## src/rtl/uart_tx_fifo_if.sv

```systemverilog
// uart_tx_fifo_if: producer-to-transmitter word handshake.
//   tx_valid : producer has a word on tx_data
//   tx_ready : transmitter FIFO can accept a word
//   tx_data  : payload word, PAYLOAD_BITS wide
// master = producer side, slave = transmitter side.
interface uart_tx_fifo_if #(
  parameter int PAYLOAD_BITS = 8
) ();
  logic                    tx_valid;
  logic                    tx_ready;
  logic [PAYLOAD_BITS-1:0] tx_data;

  modport master (output tx_valid, output tx_data, input tx_ready);
  modport slave  (input tx_valid, input tx_data, output tx_ready);
endinterface

```

## src/rtl/uart_tx_fifo.sv

```systemverilog
// uart_tx_fifo: UART transmitter with an input FIFO and per-frame runtime
// framing (bit period, parity mode, stop-bit count). Frames are start bit,
// PAYLOAD_BITS data bits LSB first, optional parity, then 1 or 2 stop bits.
// Consecutive queued words go out back to back with no idle gap.
// Ports:
//   clk              : single clock
//   tx_reset         : asynchronous, active-high reset
//   bus              : tx_valid / tx_ready / tx_data word handshake (slave)
//   cfg_clks_per_bit : clocks per bit; 0 and 1 behave as 2
//   cfg_parity       : 00/11 none, 01 even, 10 odd
//   cfg_two_stop     : 1 selects two stop bits
//   fifo_level       : words queued, not counting the frame in flight
//   tx_busy          : frame in progress
//   tx_done          : one-cycle pulse after the last stop-bit cycle
//   tx_serial        : serial line, idle high
module uart_tx_fifo #(
  parameter int PAYLOAD_BITS = 8,
  parameter int FIFO_DEPTH   = 4,
  parameter int DIV_WIDTH    = 16
) (
  input  logic                             clk,
  input  logic                             tx_reset,
  uart_tx_fifo_if.slave                    bus,
  input  logic [DIV_WIDTH-1:0]             cfg_clks_per_bit,
  input  logic [1:0]                       cfg_parity,
  input  logic                             cfg_two_stop,
  output logic [$clog2(FIFO_DEPTH+1)-1:0]  fifo_level,
  output logic                             tx_busy,
  output logic                             tx_done,
  output logic                             tx_serial
);

  localparam int PTR_W = $clog2(FIFO_DEPTH);
  localparam int LVL_W = $clog2(FIFO_DEPTH + 1);
  localparam int IDX_W = $clog2(PAYLOAD_BITS);
  localparam logic [IDX_W-1:0] LAST_IDX = IDX_W'(PAYLOAD_BITS - 1);

  localparam logic [2:0] S_IDLE   = 3'd0;
  localparam logic [2:0] S_START  = 3'd1;
  localparam logic [2:0] S_DATA   = 3'd2;
  localparam logic [2:0] S_PARITY = 3'd3;
  localparam logic [2:0] S_STOP   = 3'd4;

  function automatic logic [DIV_WIDTH-1:0] clamp_div(input logic [DIV_WIDTH-1:0] d);
    return (d < DIV_WIDTH'(2)) ? DIV_WIDTH'(2) : d;
  endfunction

  // Even parity is the XOR of the data bits; odd is its inverse.
  function automatic logic parity_of(input logic [PAYLOAD_BITS-1:0] d,
                                     input logic [1:0] mode);
    return (^d) ^ (mode == 2'b10);
  endfunction

  logic [PAYLOAD_BITS-1:0] fifo_mem [FIFO_DEPTH];
  logic [PTR_W-1:0]        wr_ptr;
  logic [PTR_W-1:0]        rd_ptr;
  logic                    push;
  logic                    pop;
  logic                    fifo_nonempty;

  logic [2:0]              state;
  logic [DIV_WIDTH-1:0]    cnt;
  logic [IDX_W-1:0]        bit_idx;
  logic [IDX_W-1:0]        nxt_idx;
  logic                    stop_second;
  logic                    bit_end;
  logic                    last_stop;

  // Frame registers, loaded at the pop edge so cfg changes only affect later frames.
  logic [PAYLOAD_BITS-1:0] frame_data;
  logic [DIV_WIDTH-1:0]    div_q;
  logic                    par_en;
  logic                    par_bit;
  logic                    two_stop_q;

  assign bus.tx_ready  = (fifo_level < LVL_W'(FIFO_DEPTH));
  assign push          = bus.tx_valid && bus.tx_ready;
  assign fifo_nonempty = (fifo_level != '0);
  assign bit_end       = (cnt == div_q - DIV_WIDTH'(1));
  assign last_stop     = !two_stop_q || stop_second;
  assign nxt_idx       = bit_idx + IDX_W'(1);
  // Pop on an idle FSM, or exactly at the end of the final stop bit so the
  // next start bit follows with no gap.
  assign pop = fifo_nonempty &&
               ((state == S_IDLE) || ((state == S_STOP) && bit_end && last_stop));

  always_ff @(posedge clk) begin
    if (push) fifo_mem[wr_ptr] <= bus.tx_data;
  end

  always_ff @(posedge clk or posedge tx_reset) begin
    if (tx_reset) begin
      wr_ptr     <= '0;
      rd_ptr     <= '0;
      fifo_level <= '0;
    end else begin
      if (push) wr_ptr <= wr_ptr + PTR_W'(1);
      if (pop)  rd_ptr <= rd_ptr + PTR_W'(1);
      case ({push, pop})
        2'b10:   fifo_level <= fifo_level + LVL_W'(1);
        2'b01:   fifo_level <= fifo_level - LVL_W'(1);
        default: fifo_level <= fifo_level;
      endcase
    end
  end

  always_ff @(posedge clk) begin
    if (pop) begin
      frame_data <= fifo_mem[rd_ptr];
      div_q      <= clamp_div(cfg_clks_per_bit);
      par_en     <= (cfg_parity == 2'b01) || (cfg_parity == 2'b10);
      par_bit    <= parity_of(fifo_mem[rd_ptr], cfg_parity);
      two_stop_q <= cfg_two_stop;
    end
  end

  always_ff @(posedge clk or posedge tx_reset) begin
    if (tx_reset) begin
      state       <= S_IDLE;
      cnt         <= '0;
      bit_idx     <= '0;
      stop_second <= 1'b0;
      tx_serial   <= 1'b1;
      tx_busy     <= 1'b0;
      tx_done     <= 1'b0;
    end else begin
      tx_done <= 1'b0;
      case (state)
        S_IDLE: begin
          cnt <= '0;
          if (pop) begin
            state     <= S_START;
            tx_serial <= 1'b0;
            tx_busy   <= 1'b1;
          end
        end
        S_START: begin
          if (bit_end) begin
            cnt       <= '0;
            bit_idx   <= '0;
            state     <= S_DATA;
            tx_serial <= frame_data[0];
          end else begin
            cnt <= cnt + DIV_WIDTH'(1);
          end
        end
        S_DATA: begin
          if (bit_end) begin
            cnt <= '0;
            if (bit_idx == LAST_IDX) begin
              stop_second <= 1'b0;
              if (par_en) begin
                state     <= S_PARITY;
                tx_serial <= par_bit;
              end else begin
                state     <= S_STOP;
                tx_serial <= 1'b1;
              end
            end else begin
              bit_idx   <= nxt_idx;
              tx_serial <= frame_data[nxt_idx];
            end
          end else begin
            cnt <= cnt + DIV_WIDTH'(1);
          end
        end
        S_PARITY: begin
          if (bit_end) begin
            cnt         <= '0;
            stop_second <= 1'b0;
            state       <= S_STOP;
            tx_serial   <= 1'b1;
          end else begin
            cnt <= cnt + DIV_WIDTH'(1);
          end
        end
        S_STOP: begin
          if (bit_end) begin
            cnt <= '0;
            if (!last_stop) begin
              stop_second <= 1'b1;
            end else begin
              tx_done <= 1'b1;
              if (pop) begin
                state     <= S_START;
                tx_serial <= 1'b0;
              end else begin
                state     <= S_IDLE;
                tx_serial <= 1'b1;
                tx_busy   <= 1'b0;
              end
            end
          end else begin
            cnt <= cnt + DIV_WIDTH'(1);
          end
        end
        default: begin
          state     <= S_IDLE;
          cnt       <= '0;
          tx_serial <= 1'b1;
          tx_busy   <= 1'b0;
        end
      endcase
    end
  end

endmodule

```

## src/flat_wrapper.sv

```systemverilog
// flat-port wrapper written by rule: the top's interface ports become plain ports
module uart_tx_fifo_flat 
#(
  parameter int PAYLOAD_BITS = 8,
  parameter int FIFO_DEPTH   = 4,
  parameter int DIV_WIDTH    = 16
)
  (clk, tx_reset, cfg_clks_per_bit, cfg_parity, cfg_two_stop, fifo_level, tx_busy, tx_done, tx_serial, bus_tx_valid, bus_tx_data, bus_tx_ready);
  uart_tx_fifo_if #(.PAYLOAD_BITS(PAYLOAD_BITS)) bus_i ();
  input  logic clk;
  input  logic tx_reset;
  input  logic [DIV_WIDTH-1:0] cfg_clks_per_bit;
  input  logic [1:0] cfg_parity;
  input  logic cfg_two_stop;
  output logic [$clog2(FIFO_DEPTH+1)-1:0] fifo_level;
  output logic tx_busy;
  output logic tx_done;
  output logic tx_serial;
  input wire logic [$bits(bus_i.tx_valid)-1:0] bus_tx_valid;
  input wire logic [$bits(bus_i.tx_data)-1:0] bus_tx_data;
  output wire logic [$bits(bus_i.tx_ready)-1:0] bus_tx_ready;
  assign bus_i.tx_valid = bus_tx_valid;
  assign bus_i.tx_data = bus_tx_data;
  assign bus_tx_ready = bus_i.tx_ready;
  uart_tx_fifo #(.PAYLOAD_BITS(PAYLOAD_BITS), .FIFO_DEPTH(FIFO_DEPTH), .DIV_WIDTH(DIV_WIDTH)) u_core (.clk(clk), .tx_reset(tx_reset), .bus(bus_i), .cfg_clks_per_bit(cfg_clks_per_bit), .cfg_parity(cfg_parity), .cfg_two_stop(cfg_two_stop), .fifo_level(fifo_level), .tx_busy(tx_busy), .tx_done(tx_done), .tx_serial(tx_serial));
endmodule
```

## config.mk

```make
export PLATFORM = sky130hd
export DESIGN_NAME = uart_tx_fifo_flat
export DESIGN_NICKNAME = d
export VERILOG_FILES = /design/src/rtl/uart_tx_fifo_if.sv /design/src/rtl/uart_tx_fifo.sv /design/src/flat_wrapper.sv
export SDC_FILE = /design/constraint.sdc
export NUM_CORES = 1
export LEC_CHECK = 0
export CELL_PAD_IN_SITES_DETAIL_PLACEMENT = 0
export CELL_PAD_IN_SITES_GLOBAL_PLACEMENT = 1
export CORE_MARGIN = 3
export CORE_UTILIZATION = 40
export DETAILED_ROUTE_END_ITERATION = 6
export PLACE_DENSITY_LB_ADDON = 0.08
export SYNTH_ARGS = -nofsm -noshare
export SYNTH_HDL_FRONTEND = slang
export SYNTH_SLANG_ARGS = --single-unit
```

## constraint.sdc

```tcl
create_clock -name clk -period 5.9 [get_ports clk]
set_input_delay 0.885 -clock clk [delete_from_list [all_inputs] [get_ports clk]]
set_output_delay 0.885 -clock clk [all_outputs]
set_load 0.01 [all_outputs]
```

# == Word level (Yosys, flattened, before mapping) ==
# Memory sizes are Yosys's and may differ from the RTL's.
# Index checks and enable logic that the tools add are counted.
# classes
n_addsub,7
order_cmp,3
eq_ne,20
mux,45
bitwise_logic,2
n_reduce_logical,21
# op_table
op,n
2-to-1 mux 3 bit,11
2-to-1 mux 16 bit,2
2-to-1 mux 1 bit,25
adder 16 x 1 -> 16 bit (second input constant),1
== test 16 bit,1
less-than comparator 16 x 2 -> 1 bit (second input constant),1
subtractor 16 x 1 -> 16 bit (second input constant),1
case mux 3 bit (5 select lines),1
!= test 2 x 1 -> 1 bit (second input constant),7
case mux 3 bit (2 select lines),2
AND reduction 6 bit,2
parity 8 bit,1
AND reduction 7 bit,1
adder 3 x 1 -> 3 bit (second input constant),2
== test 3 x 2 -> 1 bit (second input constant),2
== test 3 bit (second input constant),2
!= test 2 bit (second input constant),3
case mux 1 bit (3 select lines),2
nonzero test 3 bit,2
case mux 1 bit (5 select lines),1
AND reduction 5 bit,1
adder 2 x 1 -> 2 bit (second input constant),2
== test 2 x 1 -> 1 bit (second input constant),2
== test 2 bit (second input constant),2
15 further kinds,21
# word_totals
ff_bits,60
ram_bits,32
in_bits,30
output_inout_bits,7
elab_cells,114
n_memories,1
# memory_table
memory,depth,word_bits,read_ports,rd_clocked_by_memory_dff,wr,line,text
u_core.fifo_mem,4,8,1,0,1,uart_tx_fifo.sv:54,logic [PAYLOAD_BITS-1:0] fifo_mem [FIFO_DEPTH];

# == Depth between registers and ports, before layout ==
# Gate-level depths: netlist (run 1).
# depth
depth_word,10
mapped_depth,15
ltp_nobuf,15

# == Least setup slack after synthesis (run 1) ==
# OpenSTA, ideal clock, no wires.
# synth_path
path_kind,reg-to-reg
startpoint,register u_core.div_q[0]
endpoint,register u_core.fifo_level[2]
setup_time_ns,0.080
arrival_time_ns,4.417
slack_ns,1.403
path_stages_with_launch,16
period_less_slack_ns,4.497
cell_sequence,edfxtp_1 > inv_1 > ha_1 > or4b_4 > a2111o_1 > o311a_1 > a21oi_1 > o2111ai_1 > or3_1 > a21oi_2 > ha_1 > inv_1 > fa_1 > xor2_1 > nor2_1 > xnor2_1
# synth_via
elab_chain_len,8
elab_cells_between_ends,10
# synth_rtl
element,line,text
"start, declared",uart_tx_fifo.sv:71,logic [DIV_WIDTH-1:0] div_q;
"start signal, assigned",uart_tx_fifo.sv:110,div_q <= clamp_div(cfg_clks_per_bit);
subtractor 16 x 1 -> 16 bit *,uart_tx_fifo.sv:79,assign bit_end = (cnt == div_q - DIV_WIDTH'(1));
== test 16 bit *,uart_tx_fifo.sv:79,
logical AND 1 bit * (2 in a row),uart_tx_fifo.sv:85,((state == S_IDLE) || ((state == S_STOP) && bit_end && last_stop));
logical OR 1 bit *,uart_tx_fifo.sv:85,
logical AND 1 bit *,uart_tx_fifo.sv:84,assign pop = fifo_nonempty &&
via u_core.pop,uart_tx_fifo.sv:58,logic pop;
== test 2 x 1 -> 1 bit / == test 2 bit (equally long branches),uart_tx_fifo.sv:99,"case ({push, pop})"
case mux 3 bit (2 select lines) / nonzero test 2 bit (equally long branches),--,
"end signal, assigned",uart_tx_fifo.sv:100,2'b10: fifo_level <= fifo_level + LVL_W'(1);
"end signal, assigned",uart_tx_fifo.sv:101,2'b01: fifo_level <= fifo_level - LVL_W'(1);
"end signal, assigned",uart_tx_fifo.sv:102,default: fifo_level <= fifo_level;
"end, declared",uart_tx_fifo.sv:27,"output logic [$clog2(FIFO_DEPTH+1)-1:0] fifo_level,"
# Mark *: on every way through the listed nets, which the timed path passes. The rest lies on a longest branch.
# A chain may end at the register's enable or synchronous reset.

# == Worst setup path in the final report (run 1) ==
# Same ends and word-level chain as after synthesis.

==> flow_summary_export.csv, run 1 <==
group,metric,value,unit
clocking,clkTransAtPathRegs,0.06,ns
sta,period_share,76.1,%
setup_path,crit_chain,"inv_1, ha_1, nor4b_1, nand4_1, xnor2_1, nor3_1, o2111ai_1, or3_1, a21oi_4, buf_4, ha_1, inv_1, fa_1, xor2_1, nor2_1, xnor2_1",
setup_path,cp-end-kind,"flip-flop",
sta,fin_worst_skew,0.0110,ns
clocking,clock_latency,0.34,ns
synth,synth_ff_type,"edfxtp_1",
floorplan,core,11000,sq um
power,total_leakage_power,1.91,nW
setup_path,slowest_delay,0.70,ns
detailed_routing,drcViolationCount,0,
detailed_routing,vias_per_cell,5.13,
detailed_routing,wl,8810,um
clocking,cts_max_path_buffers,2,
global_route,track_usage,15.0,%
layout,final_core_util,48.0,%
sta,tns,0,ns
detailed_routing,drtIter0Drc,168,
layout,antenna_cells,0,
synth,yosysWarnings,0,
sta,fmax,223,MHz
setup_path,critPathLaunchType,"flip-flop",
synth,ys_seq_area_share,56.6,%
sta,maxSlewHeadroom,33.3,%
detailed_routing,dr_total_vias,2776,
sta,hold_viol_final,0,
floorplan,die_y,113,um
hold_path,holdPathStages,1,
floorplan,row_count,38,
power,ir_worst_vdd,199,uV
setup_path,crit_slowest_cell,"nor4b_1",
detailed_routing,wl_per_cell,16.3,um
synth,ys_seq_elements,92,
sta,tightest_slew,0.992,ns
floorplan,start_util,41.6,%
placement,place.gp.congestion,0.865,
setup_path,crit_type,"reg2reg",
synth,async_flop_share,35.9,%
setup_path,critical_path_arrival,4.75,ns
synth,avgSynthCellArea,12.3,sq um
sta,final_max_slew_viol_count,0,
floorplan,die_w,113,um
synth,netlist_instances,372,
global_route,antenna_found_initial,0,
layout,finalNetCount,437,
setup_path,cp_max_fo,31,
setup_path,crit_required,6.16,ns
clocking,cts-root-buf,"clkbuf_16",
clocking,postCtsSetupRepairBufs,0,
synth,ys_types,60,
global_route,first_global_vias,2805,
synth,synth-edff-count,59,
clocking,cts_resized,0,
detailed_routing,drtPass1Iterations,4,
hold_path,hold_class,"reg2reg",
layout,area_growth,15.3,%
clocking,cts_sinks,92,
sta,setup_viol,0,
sta,rsz0062_at_grt,"false",
synth,syn_area,4590,sq um
clocking,numCtsBuffers,9,
layout,fill_cells,996,
global_route,grt_pass1_wl,14800,um
global_route,gr-total-overflow,0,
clocking,htreeDepth,3,
placement,dpl.hpwl,6490,um
placement,port_buffers,36,
floorplan,die_area,12800,sq um
layout,drive_above_1_share,9.98,%
flow_run,cap_violations,0,
sta,min_period,4.49,ns
setup_path,worstRegToRegCells,16,
clocking,cts_tree,"yes",
global_route,grt_max_degree,34,
power,power_density,370,nW/um^2
detailed_routing,ant_nets,0,
clocking,cts_hold_buf,0,
floorplan,io_pins,37,
run_status,status,"completed",
synth,synth_nets,413,
## cells in the final DEF, fill, tap and decap left out, types with 5 or more instances in the layout
| master | count |
|---|---|
| edfxtp_1 | 59 |
| clkdlybuf4s50_1 | 36 |
| dfrtp_1 | 32 |
| nor2_1 | 31 |
| xnor2_1 | 28 |
| xor2_1 | 20 |
| nand3_1 | 19 |
| inv_1 | 18 |
| nand2_1 | 15 |
| mux4_2 | 10 |
| ha_1 | 10 |
| nor3_1 | 9 |
| clkbuf_16 | 9 |
| o21ai_0 | 8 |
| nor4_1 | 8 |
| or3_1 | 7 |
| nor2b_1 | 5 |
| a21oi_1 | 5 |
| and2_1 | 5 |
## per-stage QoR
step / power (mW) / area (sq um) / worst slack, ns / std cells / hold WS (ns)
CTS: 1.99 / 5300 / 1.41 / 541 / 0.508
global route: 2.09 / 5300 / 1.04 / 541 / 0.561
global placement: 1.45 / 5020 / 1.69 / 525 / 0.497
finish: 1.96 / 5300 / 1.41 / 541 / 0.503
detailed placement: 1.45 / 5020 / 1.40 / 525 / 0.493
floorplan: 1.31 / 4590 / 1.40 / 372 / 0.467
## power by group
| group | total [mW] | switching, mW | internal (mW) |
|---|---|---|---|
| Sequential | 0.916 | 0.106 | 0.810 |
| Clock | 0.527 | 0.238 | 0.289 |
| Combinational | 0.515 | 0.234 | 0.281 |
## worst paths after layout
path	startpoint	endpoint	slack [ns]
worst max-delay path	u_core.div_q[0]	u_core.fifo_level[2]	1.41
worst min-delay path	u_core.fifo_level[0]	u_core.fifo_level[0]	0.50
worst max register to register	u_core.div_q[0]	u_core.fifo_level[2]	1.41
worst min register to register	u_core.fifo_level[0]	u_core.fifo_level[0]	0.50
max in group asynchronous	tx_reset	u_core.tx_serial	4.60
min in group asynchronous	tx_reset	u_core.cnt[15]	0.95
## flip-flops by register name, indices dropped and copies added (netlist names)
name                cells
u_core.rd_ptr           2
u_core.stop_second      1
u_core.tx_done          1
u_core.wr_ptr           2
u_core.bit_idx          3
u_core.frame_data       8
u_core.two_stop_q       1
u_core.par_bit          1
u_core.par_en           1
u_core.div_q           16
u_core.fifo_mem        32
u_core.fifo_level       3
u_core.cnt             16
u_core.tx_serial        1
u_core.state            3
u_core.tx_busy          1
## worst max-delay path, delay by kind of cell (launching register included)
kind | cells | cell delay [ns]
AND/OR/NAND/NOR | 5 | 1.72
buffers and inverters | 3 | 0.51
flip-flops | 1 | 0.44
AO/OA/AOI/OAI | 2 | 0.36
adder cells (fa/ha/maj) | 3 | 0.89
XOR/XNOR | 3 | 0.47
## per-layer routing
layer / vias up / wire, um / track usage, %
met5: - / 0 / 0
met4: 0 / 114 / 5.53
met3: 7 / 270 / 3.21
met2: 50 / 3750 / 20.7
met1: 1332 / 4670 / 23.1
li1: 1387 / - / -
## layout make-up
class / count / area (sq um) / area share, %
Tap cell: 140 / 175 / 3.31
Clock buffer: 11 / 233 / 4.40
Clock inverter: 5 / 40.0 / 0.756
Sequential cell: 92 / 2600 / 49.1
Timing Repair Buffer: 38 / 375 / 7.09
Inverter: 18 / 67.6 / 1.28
Multi-Input combinational cell: 237 / 1810 / 34.1
## kinds of logic after synthesis
logic type | Yosys count | synth area share [%]
AND/OR/NAND/NOR | 127 | 14.8
adder cells (fa/ha/maj) | 11 | 3.16
buffers and inverters | 43 | 4.28
AO/OA/AOI/OAI | 37 | 6.18
XOR/XNOR | 48 | 9.15
flip-flops | 92 | 56.6
multiplexers | 14 | 5.88
## cells in the mapped netlist (4+ instances only)
cell type / instances / share of area, %
ha_1: 10 / 2.7
and3_1: 4 / 0.54
a21oi_1: 5 / 0.54
xor2_1: 20 / 3.8
nand4_1: 4 / 0.54
edfxtp_1: 59 / 39
nor2b_1: 5 / 0.68
nand3_1: 19 / 2.1
and2_1: 5 / 0.68
nand2_1: 15 / 1.2
nor3_1: 9 / 0.98
xnor2_1: 28 / 5.3
or3_1: 7 / 0.95
nor4_1: 8 / 1.1
clkbuf_1: 19 / 1.6
inv_1: 18 / 1.5
dfrtp_1: 32 / 17
nand2b_1: 4 / 0.54
mux4_2: 10 / 4.9
o21ai_0: 8 / 0.87
nor2_1: 31 / 2.5
Power figures use the tool's default switching activity.
==> run 2: changes to the inputs <==
==> constraint.sdc (replaced) <==
create_clock -name clk -period 3.8 [get_ports clk]
set_input_delay 0.57 -clock clk [delete_from_list [all_inputs] [get_ports clk]]
set_output_delay 0.57 -clock clk [all_outputs]
set_load 0.01 [all_outputs]
==> flow_summary_export.csv, run 2 (synthesis gave the netlist of run 1 again) <==
group,metric,value,unit
setup_path,cp-end-kind,"flip-flop",
layout,register_area,2600,sq um
detailed_routing,vias_per_cell,5.20,
global_route,gr-total-overflow,0,
floorplan,die_w,113,um
layout,finalNetCount,447,
detailed_routing,drcViolationCount,0,
layout,antenna_cells,0,
floorplan,die_y,113,um
layout,instances_no_fill,551,
power,clockPowerShare,26.6,%
sta,maxSlewHeadroom,61.8,%
global_route,grt_pass1_wl,15000,um
power,power_density,561,nW/um^2
layout,layout_common_cells,"edfxtp_1, clkdlybuf4s50_1, dfrtp_1",
clocking,clkTransAtPathRegs,0.07,ns
clocking,cts_max_path_buffers,2,
clocking,cts_tree,"yes",
power,p_sw_share,29.6,%
clocking,htreeDepth,3,
layout,final_core_util,49.4,%
floorplan,start_util,41.6,%
layout,largest_register,"u_core.fifo_mem",
clocking,cts-root-buf,"clkbuf_16",
detailed_routing,ant_nets,0,
sta,fmax,278,MHz
power,sequentialPowerShare,46.5,%
setup_path,cp_max_fo,7,
placement,place.gp.congestion,0.785,
detailed_routing,drtIter0Drc,137,
layout,fill_cells,1043,
sta,hold_viol_final,0,
floorplan,row_count,38,
hold_path,hold_class,"reg2reg",
detailed_routing,dr_total_vias,2864,
flow_run,cap_violations,0,
clocking,cts_hold_buf,0,
power,ir_worst_vdd,303,uV
detailed_routing,wl,8920,um
placement,port_buffers,36,
floorplan,core,11000,sq um
global_route,track_usage,15.2,%
global_route,antenna_found_initial,0,
sta,tightest_slew,0.574,ns
sta,rsz0062_at_grt,"false",
placement,dp_cells,531,
sta,period_share,94.8,%
sta,final_max_slew_viol_count,0,
sta,tns,0,ns
clocking,clock_latency,0.34,ns
layout,drive_above_1_share,15.6,%
placement,dpl.hpwl,6570,um
power,p_switching,0.904,mW
setup_path,r2r_slack,0.20,ns
sta,fin_worst_skew,0.00931,ns
global_route,first_global_vias,2930,
layout,area_growth,18.6,%
run_status,status,"completed",
clocking,numCtsBuffers,9,
clocking,cts_sinks,92,
detailed_routing,drtPass1Iterations,4,
power,total_leakage_power,1.97,nW
setup_path,critical_path_arrival,3.87,ns
sta,setup_viol,0,
power,power,3.06,mW
global_route,grt_max_degree,34,
setup_path,critPathLaunchType,"flip-flop",
power,intPower,2.15,mW
power,p_comb_share,26.9,%
layout,largest_reg_flops,32,
setup_path,crit_type,"reg2reg",
sta,min_period,3.60,ns
setup_path,crit_required,4.07,ns
floorplan,io_pins,37,
sta,hold_slack,0.502,ns
detailed_routing,wl_per_cell,16.2,um
layout,reg_top3,"u_core.fifo_mem (32), u_core.cnt (16), u_core.div_q (16)",
layout,multi_input_area,1890,sq um
floorplan,die_area,12800,sq um
layout,layout_commonest_cell,"edfxtp_1",
run 2: power by group through the flow:
stage          Combinational, mW  Clock [mW]  Sequential [mW]
2_1_floorplan              0.682           0             1.36
3_3_place_gp               0.818           0             1.44
3_5_place_dp               0.828           0             1.44
4_1_cts                    0.833       0.841             1.42
5_1_grt                    0.929       0.887             1.45
6_report                   0.822       0.814             1.42
run 2: worst max-delay path, stage by stage, from the launching register on:
cell,delay [ns]
edfxtp_1,0.43
inv_2,0.09
ha_4,0.16
or4b_4,0.49
a2111o_1,0.30
o311a_1,0.15
a21oi_2,0.12
o2111ai_2,0.15
or3_4,0.44
a21oi_4,0.22
ha_4,0.18
inv_2,0.04
fa_2,0.36
xor2_2,0.15
nor2_1,0.14
xnor2_1,0.13
run 2: what timing repair did:
item,in CTS,in global routing
endpoints found under the setup margin,0,1
setup buffers,0,4
resized for setup,0,10
run 2: layout make-up:
class / instances / area share, %
well taps: 140 / 3.22
inverters: 18 / 1.24
clock inverters: 6 / 0.689
flip-flops and latches: 92 / 47.7
repair buffers: 48 / 8.27
clock buffers: 10 / 4.20
multi-input cells: 237 / 34.7
run 2: path summary, 6_finish.rpt:
check                                           from                   end  depth (start not counted)
worst max-delay path                 u_core.div_q[0]  u_core.fifo_level[2]                         15
worst min-delay path            u_core.fifo_level[0]  u_core.fifo_level[0]                          1
worst max register to register       u_core.div_q[0]  u_core.fifo_level[2]                         15
worst min register to register  u_core.fifo_level[0]  u_core.fifo_level[0]                          1
max in group asynchronous                   tx_reset      u_core.tx_serial                          3
min in group asynchronous                   tx_reset      u_core.wr_ptr[0]                          3
run 2: routing by layer:
layer	vias to the layer above	routed length (um)	share of wire, %	track usage, %
met1	1393	4450	50	22.4
met2	52	3950	44	21.8
li1	1407	-	-	-
met3	12	354	4.0	3.10
met4	0	169	1.9	6.49
met5	-	0	0	0
run 2: metrics by stage:
| stage | area [sq um] | worst slack, ns |
|---|---|---|
| 6_report | 5450 | 0.197 |
| 5_1_grt | 5450 | 0.00137 |
| 4_1_cts | 5380 | 0.147 |
| 3_5_place_dp | 5110 | 0.157 |
| 3_3_place_gp | 5110 | 0.276 |
| 2_1_floorplan | 4640 | -0.135 |
==> run 3: changes to the inputs <==
--- a/config.mk
+++ b/config.mk
@@ -9,6 +9,7 @@
 export CELL_PAD_IN_SITES_GLOBAL_PLACEMENT = 1
 export CORE_MARGIN = 3
 export CORE_UTILIZATION = 40
+export CTS_CLUSTER_SIZE = 40
 export DETAILED_ROUTE_END_ITERATION = 6
 export PLACE_DENSITY_LB_ADDON = 0.08
 export SYNTH_ARGS = -nofsm -noshare
==> results of run 3 <==
Same layout as run 2: the final DEF is identical, and so are final timing and power.
